--- config.mk ---
export PLATFORM = sky130hd
export DESIGN_NAME = tdc_readout_ctrl
export DESIGN_NICKNAME = d
export VERILOG_FILES = /design/src/rtl/tdc_readout_ctrl.sv
export SDC_FILE = /design/constraint.sdc
export NUM_CORES = 1
export LEC_CHECK = 0
export BUFFER_PORTS_ARGS = -buffer_cell sky130_fd_sc_hd__buf_2
export CORE_AREA = 2 2 249 251
export CTS_CLUSTER_DIAMETER = 30
export DETAILED_ROUTE_END_ITERATION = 6
export DIE_AREA = 0 0 251 253
export PLACE_DENSITY = 0.66
export SETUP_SLACK_MARGIN = 0.05
export SYNTH_ARGS = -nofsm -noshare
export SYNTH_HDL_FRONTEND = slang
export SYNTH_SLANG_ARGS = --single-unit
--- constraint.sdc ---
create_clock -name clk -period 4.9 [get_ports clk]
set_input_delay 0.245 -clock clk [delete_from_list [all_inputs] [get_ports clk]]
set_output_delay 0.245 -clock clk [all_outputs]
set_load 0.01 [all_outputs]
--- src/rtl/tdc_readout_ctrl.sv ---
// Multi-channel TDC readout: latches channel hits, arbitrates them into a
// record FIFO and streams framed records byte by byte to a UART transmitter.
module tdc_readout_ctrl #(
  parameter int N_CH       = 4,
  parameter int DATA_W     = 16,
  parameter int TS_W       = 16,
  parameter int FIFO_DEPTH = 16
) (
  input  logic                         clk,
  input  logic                         rst,
  input  logic                         start_acq,
  input  logic                         stop_acq,
  input  logic                         burst_mode,
  input  logic [N_CH-1:0]              ch_valid,
  input  logic [N_CH*DATA_W-1:0]       ch_data,
  input  logic                         tx_ready,
  output logic                         tx_valid,
  output logic [7:0]                   tx_byte,
  output logic                         acq_active,
  output logic [$clog2(FIFO_DEPTH):0]  fifo_level,
  output logic                         drop_err,
  output logic [7:0]                   drop_cnt
);

  localparam int CH_W = (N_CH > 1) ? $clog2(N_CH) : 1;
  localparam int AW   = $clog2(FIFO_DEPTH);
  localparam int LW   = AW + 1;
  localparam logic [7:0] HDR = 8'hA5;

  typedef struct packed {
    logic [3:0]  ch;
    logic [15:0] ts;
    logic [15:0] data;
  } rec_t;

  typedef enum logic [2:0] {
    S_IDLE, S_HDR, S_CH, S_TSH,
    S_TSL, S_DH, S_DL, S_CSUM
  } st_t;

  logic [TS_W-1:0]   ts_cnt;
  logic [N_CH-1:0]   pend;
  logic [DATA_W-1:0] lat_data [N_CH];
  logic [TS_W-1:0]   lat_ts   [N_CH];
  logic [CH_W-1:0]   rr;
  logic [CH_W-1:0]   gnt_ch;
  logic              gnt_vld;
  logic [N_CH-1:0]   gnt_oh;
  logic [N_CH-1:0]   hit;
  logic [N_CH-1:0]   drop;
  logic [8:0]        drop_sum;

  rec_t              mem [FIFO_DEPTH];
  logic [AW-1:0]     wp;
  logic [AW-1:0]     rp;
  logic              fifo_full;
  logic              fifo_empty;
  logic              wr_en;
  logic              rd_en;
  rec_t              wr_rec;

  st_t               state;
  rec_t              frame;
  logic              elig;
  logic              acc;

  function automatic st_t nxt(input st_t s);
    case (s)
      S_HDR:   return S_CH;
      S_CH:    return S_TSH;
      S_TSH:   return S_TSL;
      S_TSL:   return S_DH;
      S_DH:    return S_DL;
      S_DL:    return S_CSUM;
      default: return S_IDLE;
    endcase
  endfunction

  function automatic logic [7:0] byte_of(input st_t s, input rec_t r);
    logic [7:0] cs;
    cs = {4'b0, r.ch} ^ r.ts[15:8] ^ r.ts[7:0]
       ^ r.data[15:8] ^ r.data[7:0];
    case (s)
      S_HDR:   return HDR;
      S_CH:    return {4'b0, r.ch};
      S_TSH:   return r.ts[15:8];
      S_TSL:   return r.ts[7:0];
      S_DH:    return r.data[15:8];
      S_DL:    return r.data[7:0];
      S_CSUM:  return cs;
      default: return 8'h00;
    endcase
  endfunction

  assign fifo_full  = (fifo_level == LW'(FIFO_DEPTH));
  assign fifo_empty = (fifo_level == '0);
  assign hit        = acq_active ? ch_valid : '0;

  // Round-robin search: channels at or above rr first, then wrap to 0.
  always_comb begin
    gnt_vld = 1'b0;
    gnt_ch  = '0;
    for (int i = 0; i < N_CH; i++) begin
      if (!gnt_vld && pend[i] && i >= int'(rr)) begin
        gnt_vld = 1'b1;
        gnt_ch  = CH_W'(i);
      end
    end
    for (int i = 0; i < N_CH; i++) begin
      if (!gnt_vld && pend[i]) begin
        gnt_vld = 1'b1;
        gnt_ch  = CH_W'(i);
      end
    end
    if (fifo_full) begin
      gnt_vld = 1'b0;
      gnt_ch  = '0;
    end
  end

  always_comb begin
    gnt_oh   = '0;
    drop_sum = {1'b0, drop_cnt};
    for (int i = 0; i < N_CH; i++) begin
      gnt_oh[i] = gnt_vld && (gnt_ch == CH_W'(i));
    end
    drop = hit & pend & ~gnt_oh;
    for (int i = 0; i < N_CH; i++) begin
      drop_sum = drop_sum + 9'(drop[i]);
    end
  end

  assign wr_en       = gnt_vld;
  assign wr_rec.ch   = 4'(gnt_ch);
  assign wr_rec.ts   = 16'(lat_ts[gnt_ch]);
  assign wr_rec.data = 16'(lat_data[gnt_ch]);

  assign elig  = !fifo_empty && (!burst_mode || !acq_active);
  assign acc   = tx_valid && tx_ready;
  assign rd_en = elig &&
                 (state == S_IDLE || (state == S_CSUM && acc));

  always_ff @(posedge clk or negedge rst) begin
    if (!rst) begin
      acq_active <= 1'b0;
      ts_cnt     <= '0;
      drop_err   <= 1'b0;
      drop_cnt   <= '0;
    end else if (start_acq) begin
      acq_active <= 1'b1;
      ts_cnt     <= '0;
      drop_err   <= 1'b0;
      drop_cnt   <= '0;
    end else begin
      if (stop_acq)   acq_active <= 1'b0;
      if (acq_active) ts_cnt     <= ts_cnt + TS_W'(1);
      if (|drop) begin
        drop_err <= 1'b1;
        drop_cnt <= drop_sum[8] ? 8'hFF : drop_sum[7:0];
      end
    end
  end

  always_ff @(posedge clk or negedge rst) begin
    if (!rst) begin
      pend <= '0;
      rr   <= '0;
    end else begin
      for (int i = 0; i < N_CH; i++) begin
        if (hit[i])         pend[i] <= 1'b1;
        else if (gnt_oh[i]) pend[i] <= 1'b0;
      end
      if (gnt_vld) begin
        rr <= (gnt_ch == CH_W'(N_CH - 1)) ? '0
                                          : gnt_ch + CH_W'(1);
      end
    end
  end

  // A dropped hit leaves the older latched result intact.
  always_ff @(posedge clk) begin
    for (int i = 0; i < N_CH; i++) begin
      if (hit[i] && !drop[i]) begin
        lat_data[i] <= ch_data[i*DATA_W +: DATA_W];
        lat_ts[i]   <= ts_cnt;
      end
    end
  end

  always_ff @(posedge clk) begin
    if (wr_en) mem[wp] <= wr_rec;
  end

  always_ff @(posedge clk or negedge rst) begin
    if (!rst) begin
      wp         <= '0;
      rp         <= '0;
      fifo_level <= '0;
    end else begin
      if (wr_en) wp <= wp + AW'(1);
      if (rd_en) rp <= rp + AW'(1);
      case ({wr_en, rd_en})
        2'b10:   fifo_level <= fifo_level + LW'(1);
        2'b01:   fifo_level <= fifo_level - LW'(1);
        default: fifo_level <= fifo_level;
      endcase
    end
  end

  always_ff @(posedge clk or negedge rst) begin
    if (!rst) begin
      state    <= S_IDLE;
      tx_valid <= 1'b0;
      tx_byte  <= '0;
      frame    <= '0;
    end else begin
      case (state)
        S_IDLE: begin
          if (rd_en) begin
            frame    <= mem[rp];
            state    <= S_HDR;
            tx_valid <= 1'b1;
            tx_byte  <= HDR;
          end
        end
        S_CSUM: begin
          if (acc) begin
            if (rd_en) begin
              frame   <= mem[rp];
              state   <= S_HDR;
              tx_byte <= HDR;
            end else begin
              state    <= S_IDLE;
              tx_valid <= 1'b0;
              tx_byte  <= '0;
            end
          end
        end
        default: begin
          if (acc) begin
            state   <= nxt(state);
            tx_byte <= byte_of(nxt(state), frame);
          end
        end
      endcase
    end
  end

endmodule

==> summary.md, run 1 <==
| Metric | Value |
|---|---|
| Max-cap check violation count | 0 |
| Static power due to leakage | 12.8 nW |
| Met1 routing resource usage after global routing | 0.304 |
| Unrepaired setup endpoints after global routing | false |
| H-tree levels | 4 |
| Number of hold-slack violations in the final timing report | 0 |
| Die ar. | 63,500 um^2 |
| Pin count of the biggest net entering global routing | 82 |
| Total power divided by cell area | 441 nW/um^2 |
| Part of the cycle the worst path needs | 0.887 |
| Routability congestion estimate from global placement | 0.791 |
| Post-synthesis to final-layout area growth | 23.4% |
| Tightest slew margin relative to the limit | 0.273 |
| Post-detailed-route DRC marker count | 0 |
| Worst Setup Slack post-DPL | 0.411 ns |
| Number of antenna violations at the first check in global routing | 0 |
| HPWL after detailed placement | 38,600 um |
| Arrival time worst endpoint | 4.96 ns |
| Share of the synthesized area in the top cell type | 0.667 |
| Clk sink count | 763 |
| Effective utilization at floorplan | 0.496 |
| Number of synthesized flops with an enable pin | 672 |
| Number of design-rule violations left by the first detailed-router iteration | 1,496 |
| Setup Skew | 0.0263 ns |
| Required @ worst endpoint | 5.51 ns |
| Fraction of registers with async set/reset | 0.119 |
| Switching share of total power | 0.204 |
| Worst Setup End Kind | register |
| Clock network fraction of design power | 0.559 |
| Routed wire length | 68,800 um |
| Synth Register Bits | 763 |
| Max Buffers Root-to-Sink | 3 |
| Die Wd | 251 um |
| Post-synthesis area per instance | 19.9 um^2 |
| Number of nets in the layout | 1,926 |
| Placement-stage cell area | 32,100 um^2 |
| Distinct cells, synth | 57 |
| Clock transition at the register clock pins on the worst setup and hold paths after CTS | 0.05 ns |
| Vias in the first global route | 16,892 |
| Die H | 253 um |
| Leading cell type by number of instances after synthesis | edfxtp_1 |
| Total global routing overflow | 0 |
| Top post-synthesis cells by area | edfxtp_1 67%, mux4_2 13%, dfrtp_1 7.5% |
| Number of buffers added by the clock tree synthesis step | 135 |
| Crit-path max FO | 7 |
| Core area | 61,000 um^2 |
| Clock tree from TritonCTS | done |
| Final standard cell area without fillers | 37,300 um^2 |
| Fraction of layout instances using a drive strength above 1 | 0.321 |
| Clk root buf | clkbuf_16 |
| Hold Path Class | input port to asynchronous set/reset pin |
| Top Ports | 98 |
| Switch Pwr | 3.36 mW |
| Most area-hungry cell type in the Yosys netlist | edfxtp_1 |
| Min cycle time layout | 4.35 ns |
| Number of input and output port buffers inserted | 97 |
| Post-synthesis instance area | 30,300 um^2 |
| Fraction of power consumed by combinational cells | 0.013 |
| Fin Setup TNS | 0 ns |
| Final standard cell utilization of the core | 0.612 |
| Skew-Pair Late Insertion Delay | 0.72 ns |
| Non-Filler Instances | 2,731 |
| Mean number of vias per cell | 5.87 |
| Global-route wire length before repair | 104,000 um |
| Finish-stage setup viols | 0 |
| FF/Latch Area | 22,500 um^2 |
| Part of the total power dissipated in sequential elements | 0.429 |
| Post-synth top cells | 672 x edfxtp_1, 170 x mux4_2, 91 x dfrtp_1, 70 x nor3_1, 55 x nand2_1 |
| Maximum resistive drop on vdd | 0.378 mV |
| Category of the most critical setup path | register to register |
| Global routing met2 resource utilization | 0.364 |
| Post-route worst hold slack | 0.187 ns |
| Met3 Usage GRT | 0.0557 |
| Pin slew with the least headroom to its limit | 1.09 ns |
| Yosys warnings | 0 |
| Number of cells after detailed placement | 2,410 |
| Routed via count | 16,028 |
| Number of slew-limit violations in the final report | 0 |
| Syn Nets | 1,620 |
| Total Power | 16.5 mW |
| Post-detailed-route wirelength per cell | 25.2 um |
| Startpoint type of the worst setup path | register |
| Post-DRT Antenna Nets | 0 |
| Instance count of the mapped netlist | 1,523 |
| GRT Max-Usage Layer | met2 |
| Upper clock frequency limit | 0.230 GHz |
| Most common flop cell mapped by yosys | edfxtp_1 |
| Number of placement rows | 91 |
| Internal power | 13.1 mW |
| Combined area of the multi-input logic cells | 7400 um^2 |
| Status | complete, no violations |
| N_diodes | 0 |
| Number of search-and-repair iterations in the first detailed-routing pass | 5 |
| Number of fill cells | 4,256 |
| Final setup slack of the worst path | 0.553 ns |
| Overall Global Routing Usage | 0.225 |
| Fraction of the yosys area taken by sequential cells | 0.742 |
## worst paths after layout
check / start / endpoint / slack, ns / cells past startpoint
min in group clk: ch_data[53] / lat_data[3][5]$_DFFE_PP_ / 0.23 / 2
hold reg to reg: tx_byte[1]$_DFFE_PN0P_ / tx_byte[1]$_DFFE_PN0P_ / 0.51 / 1
max in group asynchronous: rst / rp[2]$_DFFE_PN0P_ / 3.66 / 3
setup / recovery: fifo_level[0]$_DFFE_PN0P_ / drop_cnt[3]$_DFFE_PN0P_ / 0.55 / 15
setup reg to reg: fifo_level[0]$_DFFE_PN0P_ / drop_cnt[3]$_DFFE_PN0P_ / 0.55 / 15
hold / removal: rst / wp[3]$_DFFE_PN0P_ / 0.19 / 2
## layer usage
metal | up-vias | part of all wire
met2 | 569 | 0.50
met3 | 105 | 0.067
met1 | 8458 | 0.42
li1 | 6896 | -
met5 | - | 0
met4 | 0 | 0.018
## placed cells by master, fill, tap and decap left out, types with 17 or more instances in the layout
master,count
a21oi_1,22
nand2_1,55
a211oi_1,39
mux2i_1,34
o21ai_0,17
nor2_1,25
inv_1,20
dfrtp_1,87
mux4_2,170
buf_2,96
clkbuf_1,24
buf_4,73
clkbuf_16,138
mux2_2,33
edfxtp_1,672
dlygate4sd3_1,72
xnor2_1,28
nor3_1,69
ha_1,19
## power by group through the flow
stage	clock network [mW]	logic [mW]	registers, mW
global route	9.61	0.233	7.05
floorplan	0	0.0756	7.16
detailed placement	0	0.163	7.17
finish	9.19	0.211	7.05
CTS	9.29	0.208	7.05
global placement	0	0.157	7.17
## cells by family (layout without fill, tap and decap cells)
| logic type | count (synthesis) | in the layout | share of synthesized area |
|---|---|---|---|
| AO/OA/AOI/OAI | 125 | 125 | 0.0285 |
| XOR/XNOR | 44 | 44 | 0.0127 |
| adder cells (fa/ha/maj) | 23 | 23 | 0.0105 |
| buffers and inverters | 100 | 518 | 0.0161 |
| flip-flops | 763 | 763 | 0.742 |
| multiplexers | 238 | 238 | 0.150 |
| AND/OR/NAND/NOR | 230 | 230 | 0.0395 |
## area by class of cell
class | instances | area share
Tap cell | 790 | 0.0265
Clock inverter | 83 | 0.0256
Inverter | 24 | 0.00241
Timing Repair Buffer | 245 | 0.0490
Clock buffer | 166 | 0.0964
Multi-Input combinational cell | 660 | 0.198
Sequential cell | 763 | 0.602
## critical path, cell delays in order, from the launching register on
cell	delay [ns]
dfrtp_1	0.45
nor4_4	0.48
nand2_1	0.23
o221a_4	0.18
inv_2	0.06
ha_1	0.16
and4b_1	0.19
a21oi_1	0.25
fa_1	0.50
fa_1	0.42
inv_1	0.09
fa_1	0.26
and3_1	0.29
nand3_1	0.22
nor3b_1	0.20
a221oi_1	0.28
## registers in the layout, summed over array words and instances, names as in the netlist, 5 cells and up
signal	cells
mem	544
lat_data	64
lat_ts	64
frame	34
ts_cnt	16
drop_cnt	8
tx_byte	8
fifo_level	5
## timing repair
item	CTS	global route
hold endpoints to repair	141	0
resized for setup	0	1
setup buffers	0	0
endpoints found under the setup margin	0	1
hold buffers	72	0
Power figures use the tool's default switching activity.
==> run 2: changes to the inputs <==
Settings changed: RECOVER_POWER set to 25.
==> run 2 against run 1 <==
Effect of this change: first-iteration DRC count up 5.7%; total power down 0.12%; maximum frequency about the same; via count down 0.24%; non-clock buffer count unchanged; clock power about the same; the run now ends with capacitance limit, slew limit left; routed wire length down 0.12%; core utilization down 0.11 points.
==> summary.md, run 2 (synthesized netlist as in run 1, its figures left out) <==
| Metric | Value |
|---|---|
| Routed via count | 15,989 (was 16,028) |
| Finish-stage setup viols | 0 (unchanged) |
| Required @ worst endpoint | 5.51 ns (about the same) |
| Number of fill cells | 4,284 (was 4,256) |
| Routed wire length | 68,800 um (about the same) |
| Tightest slew margin relative to the limit | -1.51 (was 0.273) |
| Fraction of layout instances using a drive strength above 1 | 0.298 (was 0.321) |
| Crit-path max cell delay | 0.50 ns (about the same) |
| N_diodes | 0 (unchanged) |
| Die ar. | 63,500 um^2 (unchanged) |
| Max Buffers Root-to-Sink | 3 (unchanged) |
| Unrepaired setup endpoints after global routing | false (unchanged) |
| Status | finished, violations left (was complete, no violations) |
| Top Ports | 98 (unchanged) |
| Met3 WL | 4740 um (was 4590 um) |
| Total global routing overflow | 0 (unchanged) |
| Number of search-and-repair iterations in the first detailed-routing pass | 5 (unchanged) |
| Most common cell after layout, fill and taps aside | edfxtp_1 (unchanged) |
| Number of input and output port buffers inserted | 97 (unchanged) |
| Post-detailed-route DRC marker count | 0 (unchanged) |
| Fin Setup TNS | 0 ns (unchanged) |
| Setup Skew | 0.0258 ns (was 0.0263 ns) |
| Number of placement rows | 91 (unchanged) |
| HPWL after detailed placement | 38,600 um (unchanged) |
| Largest registers | mem x544, lat_data x64, lat_ts x64 (unchanged) |
| Total Power | 16.4 mW (was 16.5 mW) |
| Number of antenna violations at the first check in global routing | 0 (unchanged) |
| FF/Latch Area | 22,500 um^2 (unchanged) |
| Largest register FFs | 544 (unchanged) |
| Post-detailed-route wirelength per cell | 25.2 um (about the same) |
| Category of the most critical setup path | register to register (unchanged) |
| Critical-path cell with the highest stage delay | fa_1 (unchanged) |
| Effective utilization at floorplan | 0.496 (unchanged) |
| Maximum resistive drop on vdd | 0.377 mV (was 0.378 mV) |
| Most used cells in the layout excluding fill and tap cells | 672 x edfxtp_1, 170 x mux4_2, 138 x clkbuf_16, 87 x dfrtp_1, 72 x dlygate4sd3_1 (was 672 x edfxtp_1, 170 x mux4_2, 138 x clkbuf_16, 96 x buf_2, 87 x dfrtp_1) |
| Crit-path max FO | 7 (unchanged) |
| Arrival time worst endpoint | 4.96 ns (about the same) |
| Sum of routed wire segments on met1 | 28,500 um (was 28,700 um) |
| Static power due to leakage | 12.7 nW (was 12.8 nW) |
| Max-cap check violation count | 4 (was 0) |
| Pin slew with the least headroom to its limit | 3.77 ns (was 1.09 ns) |
| Die H | 253 um (unchanged) |
| Register ranked first by flip-flop count | mem (unchanged) |
| Hold Path Class | input port to register (was input port to asynchronous set/reset pin) |
| Min cycle time layout | 4.35 ns (about the same) |
| Number of design-rule violations left by the first detailed-router iteration | 1,582 (was 1,496) |
| Upper clock frequency limit | 0.230 GHz (about the same) |
| Clk root buf | clkbuf_16 (unchanged) |
| Instance count along the most critical hold path | 2 |
| Violated checks | capacitance limit, slew limit |
| Total power divided by cell area | 441 nW/um^2 (about the same) |
| Clock tree from TritonCTS | done (unchanged) |
| Post-DRT Antenna Nets | 0 (unchanged) |
| Startpoint type of the worst setup path | register (unchanged) |
| Routability congestion estimate from global placement | 0.791 (unchanged) |
| Vias in the first global route | 16,892 (unchanged) |
| Clk sink count | 763 (unchanged) |
| Skew-Pair Late Insertion Delay | 0.72 ns (about the same) |
| Number of nets in the layout | 1,926 (unchanged) |
| Number of hold-slack violations in the final timing report | 0 (unchanged) |
| Depth of the worst register-to-register path | 15 (unchanged) |
| Most frequent cell on the critical path | fa_1 (unchanged) |
| Top sig layer | met4 (unchanged) |
| Combined area of the multi-input logic cells | 7390 um^2 (was 7400 um^2) |
| Number of buffers added by the clock tree synthesis step | 135 (unchanged) |
| Pin count of the biggest net entering global routing | 82 (unchanged) |
| Global-route wire length before repair | 104,000 um (unchanged) |
| H-tree levels | 4 (unchanged) |
| Sum of met2 wire segment lengths after detailed routing | 34,300 um (about the same) |
| Mean number of vias per cell | 5.85 (was 5.87) |
| Cells traversed along the worst timing path | nor4_4 -> nand2_1 -> o221a_2 -> inv_2 -> ha_1 -> and4b_1 -> a21oi_1 -> fa_1 -> fa_1 -> inv_1 -> fa_1 -> and3_1 -> nand3_1 -> nor3b_1 -> a221oi_1 (was nor4_4 -> nand2_1 -> o221a_4 -> inv_2 -> ha_1 -> and4b_1 -> a21oi_1 -> fa_1 -> fa_1 -> inv_1 -> fa_1 -> and3_1 -> nand3_1 -> nor3b_1 -> a221oi_1) |
| Number of slew-limit violations in the final report | 188 (was 0) |
| Worst Setup End Kind | register (unchanged) |
| Clock transition at the register clock pins on the worst setup and hold paths after CTS | 0.05 ns (about the same) |
| Core area | 61,000 um^2 (unchanged) |
| Die Wd | 251 um (unchanged) |
| Part of the cycle the worst path needs | 0.887 (about the same) |
| Post-synthesis to final-layout area growth | 23.2% (was 23.4%) |
| Overall Global Routing Usage | 0.225 (unchanged) |
run 2: cell count changes in the layout (fill, tap and decap cells not counted), sizes merged:
cell    change
clkbuf     +40
buf        -40
run 2: repair_timing:
item                                   in CTS  in global routing
resized for setup                           0                  1
hold buffers                               72                  0
endpoints found under the hold margin     141                  0
buffers inserted                            0                  0
setup endpoints to repair                   0                  1
run 2: path summary, 6_finish.rpt:
| path | start | end | slack, ns |
|---|---|---|---|
| max | fifo_level[1]$_DFFE_PN0P_ | drop_cnt[3]$_DFFE_PN0P_ | 0.55 |
| min | ch_data[53] | lat_data[3][5]$_DFFE_PP_ | 0.23 |
| max reg2reg | fifo_level[1]$_DFFE_PN0P_ | drop_cnt[3]$_DFFE_PN0P_ | 0.55 |
| min reg2reg | tx_byte[4]$_DFFE_PN0P_ | tx_byte[4]$_DFFE_PN0P_ | 0.52 |
| max in group asynchronous | rst | rp[2]$_DFFE_PN0P_ | 1.08 |
| min in group asynchronous | rst | fifo_level[0]$_DFFE_PN0P_ | 1.39 |
run 2: critical path, delay by kind of cell, from the launching register on:
| family | cells | cell delay [ns] |
|---|---|---|
| AOI/OAI and AO/OA | 3 | 0.73 |
| adders and majority gates | 4 | 1.34 |
| buffers and inverters | 2 | 0.15 |
| DFF | 1 | 0.44 |
| and+or+nand+nor | 6 | 1.60 |
run 2: cell type report:
cell class	count	area share
well taps	790	0.0265
multi-input cells	660	0.198
clock buffers	166	0.0966
repair buffers	245	0.0476
clock inverters	83	0.0257
inverters	24	0.00242
flip-flops and latches	763	0.603
run 2: power by group:
part / total, mW / internal (mW) / switching (mW) / leakage, nW
sequential: 7.05 / 7.02 / 0.0299 / 7.18
combinational: 0.206 / 0.102 / 0.105 / 3.30
clock: 9.18 / 5.97 / 3.21 / 2.18
total: 16.4 / 13.1 / 3.35 / 12.7
run 2: per-stage QoR:
stage          cell area, um^2  setup slack, ns  hold slack [ns]  utilization  cells
2_1_floorplan            30300            0.277          -0.0506            -   1523
5_1_grt                  37300            0.236            0.211        0.611   2731
3_5_place_dp             32100            0.411            0.409        0.525   2410
3_3_place_gp             32100            0.572            0.399        0.525   2410
4_1_cts                  37300            0.404            0.194        0.612   2731
6_report                 37300            0.553            0.230        0.611   2731
run 2: metal layers:
layer  track usage  up-vias
met5             0        -
met4        0.0704        0
met3        0.0557      104
met2         0.364      574
met1         0.304     8412
li1              -     6899
==> run 3: changes to the inputs <==
Settings changed: CORE_AREA 2 2 249 251 to 2 2 177 353, DIE_AREA 0 0 251 253 to 0 0 179 355, PLACE_DENSITY 0.66 to 0.64.
==> run 3 against run 2 <==
Effect of this change: the flow still finishes with violations (capacitance limit, slew limit); sequential share of layout area increased by 3.3 points; worst hold slack got worse by 0.12 ns; die area hardly changed; clock-buffer cell count fell by 72; critical path type unchanged.
==> summary.md, run 3 (synthesized netlist as in run 1, its figures left out) <==
| Metric | Value |
|---|---|
| Fraction of layout instances using a drive strength above 1 | 0.274 (was 0.298) |
| Switching share of total power | 0.203 (was 0.204) |
| H-tree levels | 3 (was 4) |
| Number of search-and-repair iterations in the first detailed-routing pass | 7 (was 5) |
| Total power divided by cell area | 375 nW/um^2 (was 441 nW/um^2) |
| Mean number of vias per cell | 5.94 (was 5.85) |
| Vias in the first global route | 16,798 (was 16,892) |
| Clock network fraction of design power | 0.455 (was 0.558) |
| Arrival time worst endpoint | 5.04 ns (was 4.96 ns) |
| Routed wire length | 68,800 um (about the same) |
| Post-synthesis to final-layout area growth | 16.8% (was 23.2%) |
| Stages on the worst setup path | 15 (unchanged) |
| Pin slew with the least headroom to its limit | 2.82 ns (was 3.77 ns) |
| Register ranked first by flip-flop count | mem (unchanged) |
| Setup Skew | 0.0189 ns (was 0.0258 ns) |
| Finish-stage setup viols | 0 (unchanged) |
| Global-route wire length before repair | 104,000 um (about the same) |
| Post-detailed-route DRC marker count | 0 (unchanged) |
| Maximum resistive drop on vdd | 0.339 mV (was 0.377 mV) |
| Kind of cell adding the most delay to the critical path | simple AND/OR/NAND/NOR gates (unchanged) |
| Buffering stage count on the worst path with inverters included | 2 (unchanged) |
| Category of the most critical setup path | register to register (unchanged) |
| Critical-path cell with the highest stage delay | fa_1 (unchanged) |
| Die H | 355 um (was 253 um) |
| Clk root buf | clkbuf_16 (unchanged) |
| Post-DRT Antenna Nets | 0 (unchanged) |
| Startpoint type of the worst setup path | register (unchanged) |
| Switch Pwr | 2.70 mW (was 3.35 mW) |
| Unrepaired setup endpoints after global routing | false (unchanged) |
| Upper clock frequency limit | 0.220 GHz (was 0.230 GHz) |
| Total global routing overflow | 0 (unchanged) |
| Cells traversed along the worst timing path | nor4_4 -> nand2_1 -> o221a_4 -> inv_1 -> ha_1 -> and4b_1 -> a21oi_1 -> fa_1 -> fa_1 -> inv_1 -> fa_1 -> and3_1 -> nand3_1 -> nor3b_1 -> a221oi_1 (was nor4_4 -> nand2_1 -> o221a_2 -> inv_2 -> ha_1 -> and4b_1 -> a21oi_1 -> fa_1 -> fa_1 -> inv_1 -> fa_1 -> and3_1 -> nand3_1 -> nor3b_1 -> a221oi_1) |
| Clk sink count | 763 (unchanged) |
| Depth of the worst register-to-register path | 15 (unchanged) |
| Part of the cycle the worst path needs | 0.929 (was 0.887) |
| Largest registers | mem x544, lat_data x64, lat_ts x64 (unchanged) |
| Clock tree from TritonCTS | done (unchanged) |
| Routed via count | 15,562 (was 15,989) |
| Number of slew-limit violations in the final report | 156 (was 188) |
| Most used cells in the layout excluding fill and tap cells | 672 x edfxtp_1, 170 x mux4_2, 87 x dfrtp_1, 83 x clkbuf_16, 71 x dlygate4sd3_1 (was 672 x edfxtp_1, 170 x mux4_2, 138 x clkbuf_16, 87 x dfrtp_1, 72 x dlygate4sd3_1) |
| Min cycle time layout | 4.55 ns (was 4.35 ns) |
| Max Buffers Root-to-Sink | 3 (unchanged) |
| Number of design-rule violations left by the first detailed-router iteration | 1,034 (was 1,582) |
| Post-detailed-route wirelength per cell | 26.3 um (was 25.2 um) |
| Instance count along the most critical hold path | 2 (unchanged) |
| Number of buffers added by the clock tree synthesis step | 79 (was 135) |
| Static power due to leakage | 11.8 nW (was 12.7 nW) |
| Number of fill cells | 4,360 (was 4,284) |
| Final standard cell utilization of the core | 0.582 (was 0.611) |
| Crit-path max FO | 19 (was 7) |
| Skew-Pair Late Insertion Delay | 0.60 ns (was 0.72 ns) |
| Core area | 60,700 um^2 (was 61,000 um^2) |
| Die Wd | 179 um (was 251 um) |
| Largest register FFs | 544 (unchanged) |
| Top Ports | 98 (unchanged) |
| Clock transition at the register clock pins on the worst setup and hold paths after CTS | 0.06 ns (was 0.05 ns) |
| Most common cell after layout, fill and taps aside | edfxtp_1 (unchanged) |
| Max-cap check violation count | 3 (was 4) |
| Crit-path max cell delay | 0.49 ns (was 0.50 ns) |
| Internal power | 10.6 mW (was 13.1 mW) |
| Total Power | 13.3 mW (was 16.4 mW) |
| Pin count of the biggest net entering global routing | 83 (was 82) |
| Fraction of power consumed by combinational cells | 0.015 (was 0.013) |
| Part of the total power dissipated in sequential elements | 0.530 (was 0.429) |
| Number of placement rows | 128 (was 91) |
| Number of hold-slack violations in the final timing report | 0 (unchanged) |
| Violated checks | capacitance limit, slew limit (unchanged) |
| Effective utilization at floorplan | 0.498 (was 0.496) |
| Die ar. | 63,500 um^2 (about the same) |
| Hold Path Class | input port to register (unchanged) |
| Most frequent cell on the critical path | fa_1 (unchanged) |
| Status | finished, violations left (unchanged) |
| Number of antenna violations at the first check in global routing | 0 (unchanged) |
| Fin Setup TNS | 0 ns (unchanged) |
| Overall Global Routing Usage | 0.224 (was 0.225) |
| Required @ worst endpoint | 5.39 ns (was 5.51 ns) |
| Routability congestion estimate from global placement | 0.808 (was 0.791) |
| N_diodes | 0 (unchanged) |
| Tightest slew margin relative to the limit | -0.880 (was -1.51) |
| Number of input and output port buffers inserted | 97 (unchanged) |
| Number of nets in the layout | 1,870 (was 1,926) |
| HPWL after detailed placement | 41,600 um (was 38,600 um) |
| Worst Setup End Kind | register (unchanged) |
-- run 3: cell count changes in the layout (fill, tap and decap cells not counted), moves of 5 or more --
| cell | delta |
|---|---|
| clkbuf_16 | -55 |
| inv_16 | -6 |
| clkinv_1 | -7 |
| inv_8 | +6 |
| clkinv_2 | -5 |
| buf_2 | +9 |
| bufinv_16 | -8 |
| clkbuf_1 | -17 |
| clkinvlp_4 | -7 |
-- run 3: layer usage --
metal  vias up  wire, um  global-route usage
li1       6730         -                   -
met1      8227     25500               0.272
met2       504     38700               0.417
met3       101      3120              0.0260
met4         0      1390              0.0631
met5         -         0                   0
-- run 3: final timing paths --
| kind | start | end | slack [ns] |
|---|---|---|---|
| hold / removal | start_acq | ts_cnt[0]$_DFFE_PN0P_ | 0.11 |
| max in group asynchronous | rst | rp[1]$_DFFE_PN0P_ | 1.20 |
| min in group asynchronous | rst | fifo_level[0]$_DFFE_PN0P_ | 1.10 |
| setup reg to reg | fifo_level[3]$_DFFE_PN0P_ | drop_cnt[3]$_DFFE_PN0P_ | 0.35 |
| setup / recovery | fifo_level[3]$_DFFE_PN0P_ | drop_cnt[3]$_DFFE_PN0P_ | 0.35 |
| hold reg to reg | tx_byte[4]$_DFFE_PN0P_ | tx_byte[4]$_DFFE_PN0P_ | 0.52 |
-- run 3: power groups by stage --
stage | sequential [mW] | clock (mW) | combinational (mW)
3_5_place_dp | 7.17 | 0 | 0.159
6_report | 7.03 | 6.04 | 0.201
3_3_place_gp | 7.16 | 0 | 0.156
2_1_floorplan | 7.16 | 0 | 0.0756
4_1_cts | 7.03 | 6.14 | 0.205
5_1_grt | 7.03 | 6.39 | 0.222
-- run 3: through the flow --
| stage | cells | cell area, um^2 | hold slack (ns) | setup WS (ns) |
|---|---|---|---|---|
| 3_5_place_dp | 2400 | 32000 | 0.307 | 0.0834 |
| 3_3_place_gp | 2400 | 32000 | 0.306 | 0.323 |
| 2_1_floorplan | 1523 | 30300 | -0.0506 | 0.277 |
| 6_report | 2619 | 35400 | 0.114 | 0.350 |
| 4_1_cts | 2618 | 35400 | 0.101 | 0.0695 |
| 5_1_grt | 2619 | 35400 | 0.123 | 0.0778 |
-- run 3: worst register-to-register path: stages, from the launching register on --
cell      delay (ns)
dfrtp_1         0.45
nor4_4          0.47
nand2_1         0.23
o221a_4         0.27
inv_1           0.12
ha_1            0.17
and4b_1         0.20
a21oi_1         0.26
fa_1            0.49
fa_1            0.43
inv_1           0.10
fa_1            0.23
and3_1          0.26
nand3_1         0.24
nor3b_1         0.21
a221oi_1        0.31
-- run 3: what timing repair did --
item                       CTS  global route
hold endpoints to repair   113             0
buffers inserted             0             1
setup endpoints to repair    0             6
gates resized for setup      0             1
hold buffers                71             0
-- run 3: layout make-up --
class / instances / area (um^2) / area share
flip-flops and latches: 763 / 22500 / 0.636
inverters: 24 / 90.1 / 0.00255
clock inverters: 53 / 533 / 0.0151
repair buffers: 245 / 1750 / 0.0496
well taps: 780 / 976 / 0.0276
multi-input cells: 660 / 7390 / 0.209
clock buffers: 94 / 2140 / 0.0605
